<file path="src/rtl/ins_packer_if.sv">
// Byte-beat input stream and packed-operand output bus of the instruction packer.
interface ins_packer_if;
   logic [7:0]  in_data;
   logic        in_valid;
   logic        in_first;
   logic        in_ready;
   logic [64:0] ins;
   logic        out_valid;
   logic        out_ready;
   logic [9:0]  chk;
   logic        err;
   logic [15:0] frame_cnt;

   modport master (
      output in_data, in_valid, in_first, out_ready,
      input  in_ready, ins, out_valid, chk, err, frame_cnt
   );

   modport slave (
      input  in_data, in_valid, in_first, out_ready,
      output in_ready, ins, out_valid, chk, err, frame_cnt
   );
endinterface

</file>
<file path="src/rtl/ins_packer.sv">
// Collects nine byte beats into a 65-bit adder operand word and its expected
// 10-bit sum, presents the frame until consumed, and flags protocol errors.
module ins_packer #(
   parameter int unsigned TIMEOUT_CYCLES = 255
) (
   input  logic         clk,
   input  logic         rst_n,
   ins_packer_if.slave  bus
);

   localparam int unsigned DATA_W = 8;
   localparam int unsigned INS_W  = 65;
   localparam int unsigned CHK_W  = 10;
   localparam int unsigned CNT_W  = 16;
   localparam int unsigned IDX_W  = 4;
   localparam int unsigned TMO_W  = (TIMEOUT_CYCLES > 1) ? $clog2(TIMEOUT_CYCLES + 1) : 1;

   localparam logic [1:0] S_IDLE    = 2'd0;
   localparam logic [1:0] S_COLLECT = 2'd1;
   localparam logic [1:0] S_FULL    = 2'd2;

   localparam logic [IDX_W-1:0] IDX_CIN = IDX_W'(8);

   logic [1:0]       state_q, state_d;
   logic [IDX_W-1:0] idx_q, idx_d;
   logic [INS_W-1:0] ins_q, ins_d;
   logic [CHK_W-1:0] chk_q, chk_d;
   logic [TMO_W-1:0] idle_q, idle_d;
   logic [CNT_W-1:0] cnt_q, cnt_d;
   logic             err_q, err_d;
   logic             out_valid_q, out_valid_d;
   logic             in_ready_q, in_ready_d;

   logic             accept_c;
   logic [TMO_W-1:0] idle_inc_c;

   assign accept_c   = bus.in_valid && in_ready_q;
   assign idle_inc_c = idle_q + TMO_W'(1);

   // Next-state and datapath update.
   always_comb begin
      state_d = state_q;
      idx_d   = idx_q;
      ins_d   = ins_q;
      chk_d   = chk_q;
      idle_d  = idle_q;
      cnt_d   = cnt_q;
      err_d   = 1'b0;

      case (state_q)
         S_IDLE: begin
            idle_d = '0;
            if (accept_c) begin
               if (bus.in_first) begin
                  ins_d        = '0;
                  ins_d[7:0]   = bus.in_data;
                  chk_d        = CHK_W'(bus.in_data);
                  idx_d        = IDX_W'(1);
                  state_d      = S_COLLECT;
               end else begin
                  err_d = 1'b1;
               end
            end
         end

         S_COLLECT: begin
            if (accept_c) begin
               idle_d = '0;
               if (bus.in_first) begin
                  // Restart: partial frame is dropped, new beat becomes beat 0.
                  ins_d      = '0;
                  ins_d[7:0] = bus.in_data;
                  chk_d      = CHK_W'(bus.in_data);
                  idx_d      = IDX_W'(1);
                  err_d      = 1'b1;
               end else begin
                  case (idx_q)
                     IDX_W'(1): ins_d[15:8]  = bus.in_data;
                     IDX_W'(2): ins_d[23:16] = bus.in_data;
                     IDX_W'(3): ins_d[31:24] = bus.in_data;
                     IDX_W'(4): ins_d[40:33] = bus.in_data;
                     IDX_W'(5): ins_d[48:41] = bus.in_data;
                     IDX_W'(6): ins_d[56:49] = bus.in_data;
                     IDX_W'(7): ins_d[64:57] = bus.in_data;
                     IDX_W'(8): ins_d[32]    = bus.in_data[0];
                     default:   ins_d        = ins_q;
                  endcase
                  if (idx_q == IDX_CIN) begin
                     chk_d   = chk_q + CHK_W'(bus.in_data[0]);
                     idx_d   = '0;
                     state_d = S_FULL;
                  end else begin
                     chk_d   = chk_q + CHK_W'(bus.in_data);
                     idx_d   = idx_q + IDX_W'(1);
                  end
               end
            end else if (TIMEOUT_CYCLES != 0) begin
               if (idle_inc_c == TMO_W'(TIMEOUT_CYCLES)) begin
                  idle_d  = '0;
                  idx_d   = '0;
                  err_d   = 1'b1;
                  state_d = S_IDLE;
               end else begin
                  idle_d = idle_inc_c;
               end
            end
         end

         S_FULL: begin
            idle_d = '0;
            if (bus.out_ready) begin
               cnt_d   = cnt_q + CNT_W'(1);
               state_d = S_IDLE;
            end
         end

         default: begin
            state_d = S_IDLE;
            idx_d   = '0;
            idle_d  = '0;
         end
      endcase

      in_ready_d  = (state_d != S_FULL);
      out_valid_d = (state_d == S_FULL);
   end

   always_ff @(posedge clk) begin
      if (!rst_n) begin
         state_q     <= S_IDLE;
         idx_q       <= '0;
         ins_q       <= '0;
         chk_q       <= '0;
         idle_q      <= '0;
         cnt_q       <= '0;
         err_q       <= 1'b0;
         out_valid_q <= 1'b0;
         in_ready_q  <= 1'b1;
      end else begin
         state_q     <= state_d;
         idx_q       <= idx_d;
         ins_q       <= ins_d;
         chk_q       <= chk_d;
         idle_q      <= idle_d;
         cnt_q       <= cnt_d;
         err_q       <= err_d;
         out_valid_q <= out_valid_d;
         in_ready_q  <= in_ready_d;
      end
   end

   assign bus.in_ready  = in_ready_q;
   assign bus.ins       = ins_q;
   assign bus.chk       = chk_q;
   assign bus.out_valid = out_valid_q;
   assign bus.err       = err_q;
   assign bus.frame_cnt = cnt_q;

endmodule

</file>
<file path="src/flat_wrapper.sv">
// flat-port wrapper written by rule: the top's interface ports become plain ports
module ins_packer_flat 
#(
   parameter int unsigned TIMEOUT_CYCLES = 255
)
  (clk, rst_n, bus_in_data, bus_in_valid, bus_in_first, bus_out_ready, bus_in_ready, bus_ins, bus_out_valid, bus_chk, bus_err, bus_frame_cnt);
  ins_packer_if bus_i ();
  input  logic clk;
  input  logic rst_n;
  input wire logic [$bits(bus_i.in_data)-1:0] bus_in_data;
  input wire logic [$bits(bus_i.in_valid)-1:0] bus_in_valid;
  input wire logic [$bits(bus_i.in_first)-1:0] bus_in_first;
  input wire logic [$bits(bus_i.out_ready)-1:0] bus_out_ready;
  output wire logic [$bits(bus_i.in_ready)-1:0] bus_in_ready;
  output wire logic [$bits(bus_i.ins)-1:0] bus_ins;
  output wire logic [$bits(bus_i.out_valid)-1:0] bus_out_valid;
  output wire logic [$bits(bus_i.chk)-1:0] bus_chk;
  output wire logic [$bits(bus_i.err)-1:0] bus_err;
  output wire logic [$bits(bus_i.frame_cnt)-1:0] bus_frame_cnt;
  assign bus_i.in_data = bus_in_data;
  assign bus_i.in_valid = bus_in_valid;
  assign bus_i.in_first = bus_in_first;
  assign bus_i.out_ready = bus_out_ready;
  assign bus_in_ready = bus_i.in_ready;
  assign bus_ins = bus_i.ins;
  assign bus_out_valid = bus_i.out_valid;
  assign bus_chk = bus_i.chk;
  assign bus_err = bus_i.err;
  assign bus_frame_cnt = bus_i.frame_cnt;
  ins_packer #(.TIMEOUT_CYCLES(TIMEOUT_CYCLES)) u_core (.clk(clk), .rst_n(rst_n), .bus(bus_i));
endmodule
</file>
<file path="config.mk">
export PLATFORM = sky130hd
export DESIGN_NAME = ins_packer_flat
export DESIGN_NICKNAME = d
export VERILOG_FILES = /design/src/rtl/ins_packer_if.sv /design/src/rtl/ins_packer.sv /design/src/flat_wrapper.sv
export SDC_FILE = /design/constraint.sdc
export NUM_CORES = 1
export LEC_CHECK = 0
export CAP_MARGIN = 0
export CELL_PAD_IN_SITES_DETAIL_PLACEMENT = 0
export CELL_PAD_IN_SITES_GLOBAL_PLACEMENT = 1
export CORE_UTILIZATION = 35
export DETAILED_ROUTE_END_ITERATION = 6
export PLACE_DENSITY_LB_ADDON = 0.3
export SYNTH_ARGS = -nofsm -noshare
export SYNTH_HDL_FRONTEND = slang
export SYNTH_SLANG_ARGS = --single-unit
</file>
<file path="constraint.sdc">
create_clock -name clk -period 2.6 [get_ports clk]
set_input_delay 0.52 -clock clk [delete_from_list [all_inputs] [get_ports clk]]
set_output_delay 0.52 -clock clk [all_outputs]
set_load 0.02 [all_outputs]
</file>
==> results.json, run 1 <==
{
  "outcome": "finished clean",
  "max_freq_ghz": 0.402,
  "drive_above_1_share": 0.109,
  "netlist.area_leader.share": 0.413,
  "grt_pass1_vias": 4188,
  "wl_mm": 13.7,
  "cts_buffer_depth": 2,
  "post_drt_via_cell_ratio": 4.89,
  "critPathRequiredTime_ns": 2.85,
  "worst_pin_slew_ns": 0.489,
  "synth_cell_types": 61,
  "fin_crit_sh": 0.957,
  "avgRoutedWirePerCell_um": 15.9,
  "syn-num-nets": 580,
  "ys_seq_area_frac": 0.413,
  "cts_hold_buf": 0,
  "min_period_ns": 2.49,
  "rows": 44,
  "clk_latency_ns": 0.36,
  "powerDensity_nw_per_um2": 544,
  "clockRootBuffer": "clkbuf_16",
  "finClkSkew_ns": 0.0104,
  "max_slew_margin": 0.674,
  "worstSetupStartpointType": "register",
  "synthCells": 551,
  "overflow": 0,
  "ioPinCount": 107,
  "cts_buffers": 9,
  "nets": 696,
  "cts_tree": "built",
  "gr-usage-all-layers": 0.180,
  "cp-end-kind": "register",
  "synth-main-ff-cell": "dfxtp_1",
  "yosysMostFrequentCell": "dfxtp_1",
  "first_pass_iters": 4,
  "areaGrowthSynthToFinish_pct": 33.0,
  "fp.dieH_um": 124,
  "h-tree-depth": 3,
  "fin_hold_ws_ns": 0.467,
  "hpwl_mm": 9.57,
  "min_path_type": "register to register",
  "numPortBuffers": 106,
  "synthesis.area_um2": 5230,
  "synth_warnings": 0,
  "ir_drop_v": 0.000367,
  "critPathMaxFanout": 5,
  "maxCapViolations": 0,
  "cp.arrival_ns": 2.74,
  "grt_pass1_wl_mm": 22.2,
  "yosys_register_bits": 108,
  "drt_iter0_markers": 165,
  "synthTopCellsByCount": "108 x dfxtp_1, 63 x nor2b_1, 58 x mux2i_1, 39 x nand2_1, 27 x and2_1",
  "die_w_um": 124,
  "synth_top_cell_by_area": "dfxtp_1",
  "p_leak_uw": 0.00257,
  "grt_max_degree": 63,
  "place_congestion": 0.854,
  "cts.sinks": 108,
  "drtAntennaViolNets": 0,
  "clk_pin_slew_worst_paths_ns": 0.08,
  "ys_top_cells_by_area": "dfxtp_1 41%, mux2i_1 11%, nor2b_1 7.5%",
  "setup_viol": 0,
  "synthArstFlopShare": 0,
  "hold_viol_final": 0,
  "core_area_um2": 14500,
  "critPathKind": "register to register",
  "placed_area_um2": 6580,
  "synth-edff-count": 0,
  "antenna_found_initial": 0,
  "syn_avg_cell_area_um2": 9.49,
  "num_vias": 4183,
  "drcViolationCount": 0,
  "stdcell_area_um2": 6950,
  "dieArea_um2": 15400,
  "diodes": 0,
  "initial_core_util": 0.360,
  "slew_viol_final": 0
}
## power by group
part	switching [uW]	internal, uW	total, uW
combinational	277	242	519
sequential	28.4	1690	1710
clock	680	868	1550
total	985	2800	3780
## cells by family after synthesis
kind of cell / synth area share
adders and majority gates: 0.0397
AOI/OAI and AO/OA: 0.112
xor gates and xnor gates: 0.0302
buffers and inverters: 0.0445
DFF: 0.413
muxes: 0.113
and+or+nand+nor: 0.247
## metrics by stage
step / util / worst slack, ns / cells / setup TNS (ns) / power [uW]
detailed placement: 0.453 / -0.0796 / 839 / -0.0815 / 2260
global route: 0.478 / -0.00865 / 856 / -0.00865 / 3930
floorplan: - / 0.0839 / 551 / 0 / 2070
finish: 0.478 / 0.111 / 856 / 0 / 3780
global placement: 0.453 / 0.0128 / 839 / 0 / 2250
CTS: 0.476 / 0.0424 / 855 / 0 / 3810
## cells in the final DEF, fill, tap and decap left out, types with 16 or more instances in the layout
cell,n
and2_1,27
clkdlybuf4s50_1,105
nor2_1,23
o21ai_0,20
buf_4,32
dfxtp_1,108
a21oi_1,16
mux2i_1,58
nand2_1,39
nor2b_1,62
## worst max-delay path, cell delays in order, from the launching register on
cell and delay [ns]:
dfxtp_1 0.32, inv_1 0.08, ha_2 0.18, nand2_1 0.07, or2_4 0.27, and2_1 0.17, ha_1 0.30, o21ai_0 0.27
buf_4 0.17, o21bai_1 0.06, mux2i_1 0.13, o31ai_1 0.25, a21oi_1 0.10
## worst paths after layout
| path | cells past startpoint | slack [ns] | start | end |
|---|---|---|---|---|
| min reg2reg | 2 | 0.47 | u_core.bus.ins[3]$_SDFFE_PN0P_ | u_core.bus.ins[3]$_SDFFE_PN0P_ |
| max reg2reg | 12 | 0.11 | u_core.idx_q[0]$_SDFFE_PN0P_ | u_core.bus.chk[5]$_SDFFE_PN0P_ |
| max | 12 | 0.11 | u_core.idx_q[0]$_SDFFE_PN0P_ | u_core.bus.chk[5]$_SDFFE_PN0P_ |
| min | 2 | 0.47 | u_core.bus.ins[3]$_SDFFE_PN0P_ | u_core.bus.ins[3]$_SDFFE_PN0P_ |
## repair_timing
item | 4_1_cts | 5_1_grt
pin swaps | 0 | 2
endpoints found under the hold margin | 0 | 0
gates resized for setup | 2 | 7
buffers inserted | 0 | 1
setup endpoints to repair | 2 | 5
gates cloned | 0 | 0
## area by class of cell
| cell class | count | area, um^2 |
|---|---|---|
| Clock buffer | 10 | 229 |
| Clock inverter | 6 | 105 |
| Timing Repair Buffer | 139 | 1320 |
| Inverter | 13 | 48.8 |
| Fill cell | 1371 | 7580 |
| Multi-Input combinational cell | 396 | 2860 |
| Sequential cell | 108 | 2160 |
| Tap cell | 184 | 230 |
## metal layers
layer / GRT usage / vias to the layer above / part of all wire
met5: 0 / - / 0
met4: 0.0468 / 0 / 0.014
met3: 0.0621 / 15 / 0.063
met2: 0.286 / 107 / 0.45
met1: 0.232 / 1950 / 0.47
li1: - / 2111 / -
## state kept, by name, indices dropped and copies added, names as in the netlist, 2 cells and up
name	cells
u_core.idx_q	4
u_core.bus.chk	10
u_core.bus.frame_cnt	16
u_core.state_q	2
u_core.bus.ins	65
u_core.idle_q	8
No activity file was read; power rests on OpenSTA's default activity.
==> inputs of run 2 (changes only) <==
CTS_BUF_LIST = sky130_fd_sc_hd__clkbuf_4 sky130_fd_sc_hd__clkbuf_8 sky130_fd_sc_hd__clkbuf_16   (was not set)
==> run 2 against run 1 <==
Compared with the run above:
- worst setup slack better by 0.0022 ns
- hold slack hardly changed
- global-route usage did not move
- combinational power hardly changed
- total power up 0.42%
- count of clock-buffer cells in the layout is the same
- largest power group unchanged
- cell count did not move
- highest routed layer unchanged
- clock power hardly changed
- first-iteration DRC count down 0.61%
- via count up 0.67%
==> results.json, run 2 (same netlist as run 1, synthesis figures left out) <==
{
  "outcome": "finished clean",
  "worst_pin_slew_ns": 0.486,
  "fin_crit_sh": 0.956,
  "overflow": 0,
  "fin_hold_ws_ns": 0.467,
  "core_area_um2": 14500,
  "cts_hold_buf": 0,
  "final_common_cell": "dfxtp_1",
  "clockRootBuffer": "clkbuf_16",
  "cts_tree": "built",
  "rows": 44,
  "slowest_delay_ns": 0.32,
  "post_drt_via_cell_ratio": 4.92,
  "die_w_um": 124,
  "powerDensity_nw_per_um2": 546,
  "first_pass_iters": 4,
  "min_period_ns": 2.49,
  "hpwl_mm": 9.57,
  "finClkSkew_ns": 0.00967,
  "ir_drop_v": 0.000367,
  "crit_chain": "inv_1 -> ha_2 -> nand2_1 -> or2_4 -> and2_1 -> ha_1 -> o21ai_0 -> buf_4 -> o21bai_1 -> mux2i_1 -> o31ai_1 -> a21oi_1",
  "h-tree-depth": 3,
  "max_slew_margin": 0.676,
  "antenna_found_initial": 0,
  "areaGrowthSynthToFinish_pct": 33.1,
  "grt_pass1_vias": 4184,
  "cp-end-kind": "register",
  "drtAntennaViolNets": 0,
  "largest_register_ffs": 65,
  "worstSetupStartpointType": "register",
  "avgRoutedWirePerCell_um": 15.9,
  "clk_latency_ns": 0.36,
  "cp.arrival_ns": 2.73,
  "stdcell_area_um2": 6960,
  "dpl.cell_count": 839,
  "grt_max_degree": 63,
  "grt_pass1_wl_mm": 22.2,
  "diodes": 0,
  "drive_above_1_share": 0.110,
  "numPortBuffers": 106,
  "placed_area_um2": 6580,
  "path_buf_inv": 2,
  "drcViolationCount": 0,
  "setup_viol": 0,
  "p_leak_uw": 0.00258,
  "initial_core_util": 0.360,
  "maxCapViolations": 0,
  "slew_viol_final": 0,
  "min_path_type": "register to register",
  "critPathSlowestCell": "dfxtp_1",
  "ioPinCount": 107,
  "hold_viol_final": 0,
  "max_freq_ghz": 0.402,
  "critPathMaxFanout": 5,
  "fp.dieH_um": 124,
  "cts.sinks": 108,
  "critPathTopFamily": "compound AO/OA/AOI/OAI gates",
  "place_congestion": 0.854,
  "drt_iter0_markers": 164,
  "critPathKind": "register to register",
  "final_cells": 856,
  "cts_buffers": 9,
  "wl_mm": 13.6,
  "critPathRequiredTime_ns": 2.85,
  "num_vias": 4211,
  "most-common-layout-cells": "108 x dfxtp_1, 105 x clkdlybuf4s50_1, 62 x nor2b_1",
  "clk_pin_slew_worst_paths_ns": 0.08,
  "final_util": 0.479,
  "dieArea_um2": 15400,
  "gr-usage-all-layers": 0.180,
  "nets": 696,
  "cts_buffer_depth": 2
}
run 2: final timing paths:
check                                 start                             end  slack, ns  cells past startpoint
max            u_core.idx_q[0]$_SDFFE_PN0P_  u_core.bus.chk[5]$_SDFFE_PN0P_       0.11                     12
min          u_core.bus.ins[3]$_SDFFE_PN0P_  u_core.bus.ins[3]$_SDFFE_PN0P_       0.47                      2
max reg2reg    u_core.idx_q[0]$_SDFFE_PN0P_  u_core.bus.chk[5]$_SDFFE_PN0P_       0.11                     12
min reg2reg  u_core.bus.ins[3]$_SDFFE_PN0P_  u_core.bus.ins[3]$_SDFFE_PN0P_       0.47                      2
run 2: power by group:
part	internal [uW]	switching, uW	total (uW)	leakage [uW]
Clock	879	686	1560	0.000166
Sequential	1690	28.3	1710	0.000874
Combinational	242	276	518	0.00154
run 2: repair_timing:
action / CTS / global route
setup buffers: 0 / 1
pin swaps: 0 / 2
endpoints found under the hold margin: 0 / 0
gates resized for setup: 2 / 7
endpoints found under the setup margin: 2 / 5
run 2: tightest hold or removal path: stages, from the launching register on:
cell,delay [ns]
dfxtp_1,0.32
nand2_1,0.04
a21boi_0,0.06
run 2: cell type report:
class | count | area [um^2]
Sequential cell | 108 | 2160
Inverter | 13 | 48.8
Multi-Input combinational cell | 396 | 2860
Clock buffer | 10 | 233
Clock inverter | 6 | 105
Fill cell | 1369 | 7580
Tap cell | 184 | 230
Timing Repair Buffer | 139 | 1320
run 2: per-layer routing:
| layer | track usage | part of all wire | vias up | routed length [um] |
|---|---|---|---|---|
| li1 | - | - | 2114 | - |
| met1 | 0.234 | 0.48 | 1976 | 6520 |
| met2 | 0.284 | 0.45 | 106 | 6130 |
| met3 | 0.0621 | 0.059 | 15 | 806 |
| met4 | 0.0468 | 0.014 | 0 | 186 |
| met5 | 0 | 0 | - | 0 |
run 2: through the flow:
step	worst slack [ns]	total power (uW)	setup TNS [ns]
2_1_floorplan	0.0839	2070	0
3_3_place_gp	0.0128	2250	0
3_5_place_dp	-0.0796	2260	-0.0815
4_1_cts	0.0424	3830	0
5_1_grt	-0.00865	3940	-0.00865
6_report	0.114	3800	0
==> inputs of run 3 (changes only) <==
CAP_MARGIN = 10   (was 0)
CTS_CLUSTER_SIZE = 24   (was not set)
==> results of run 3 <==
Same layout as run 2: the final DEF is identical, and so are final timing and power.
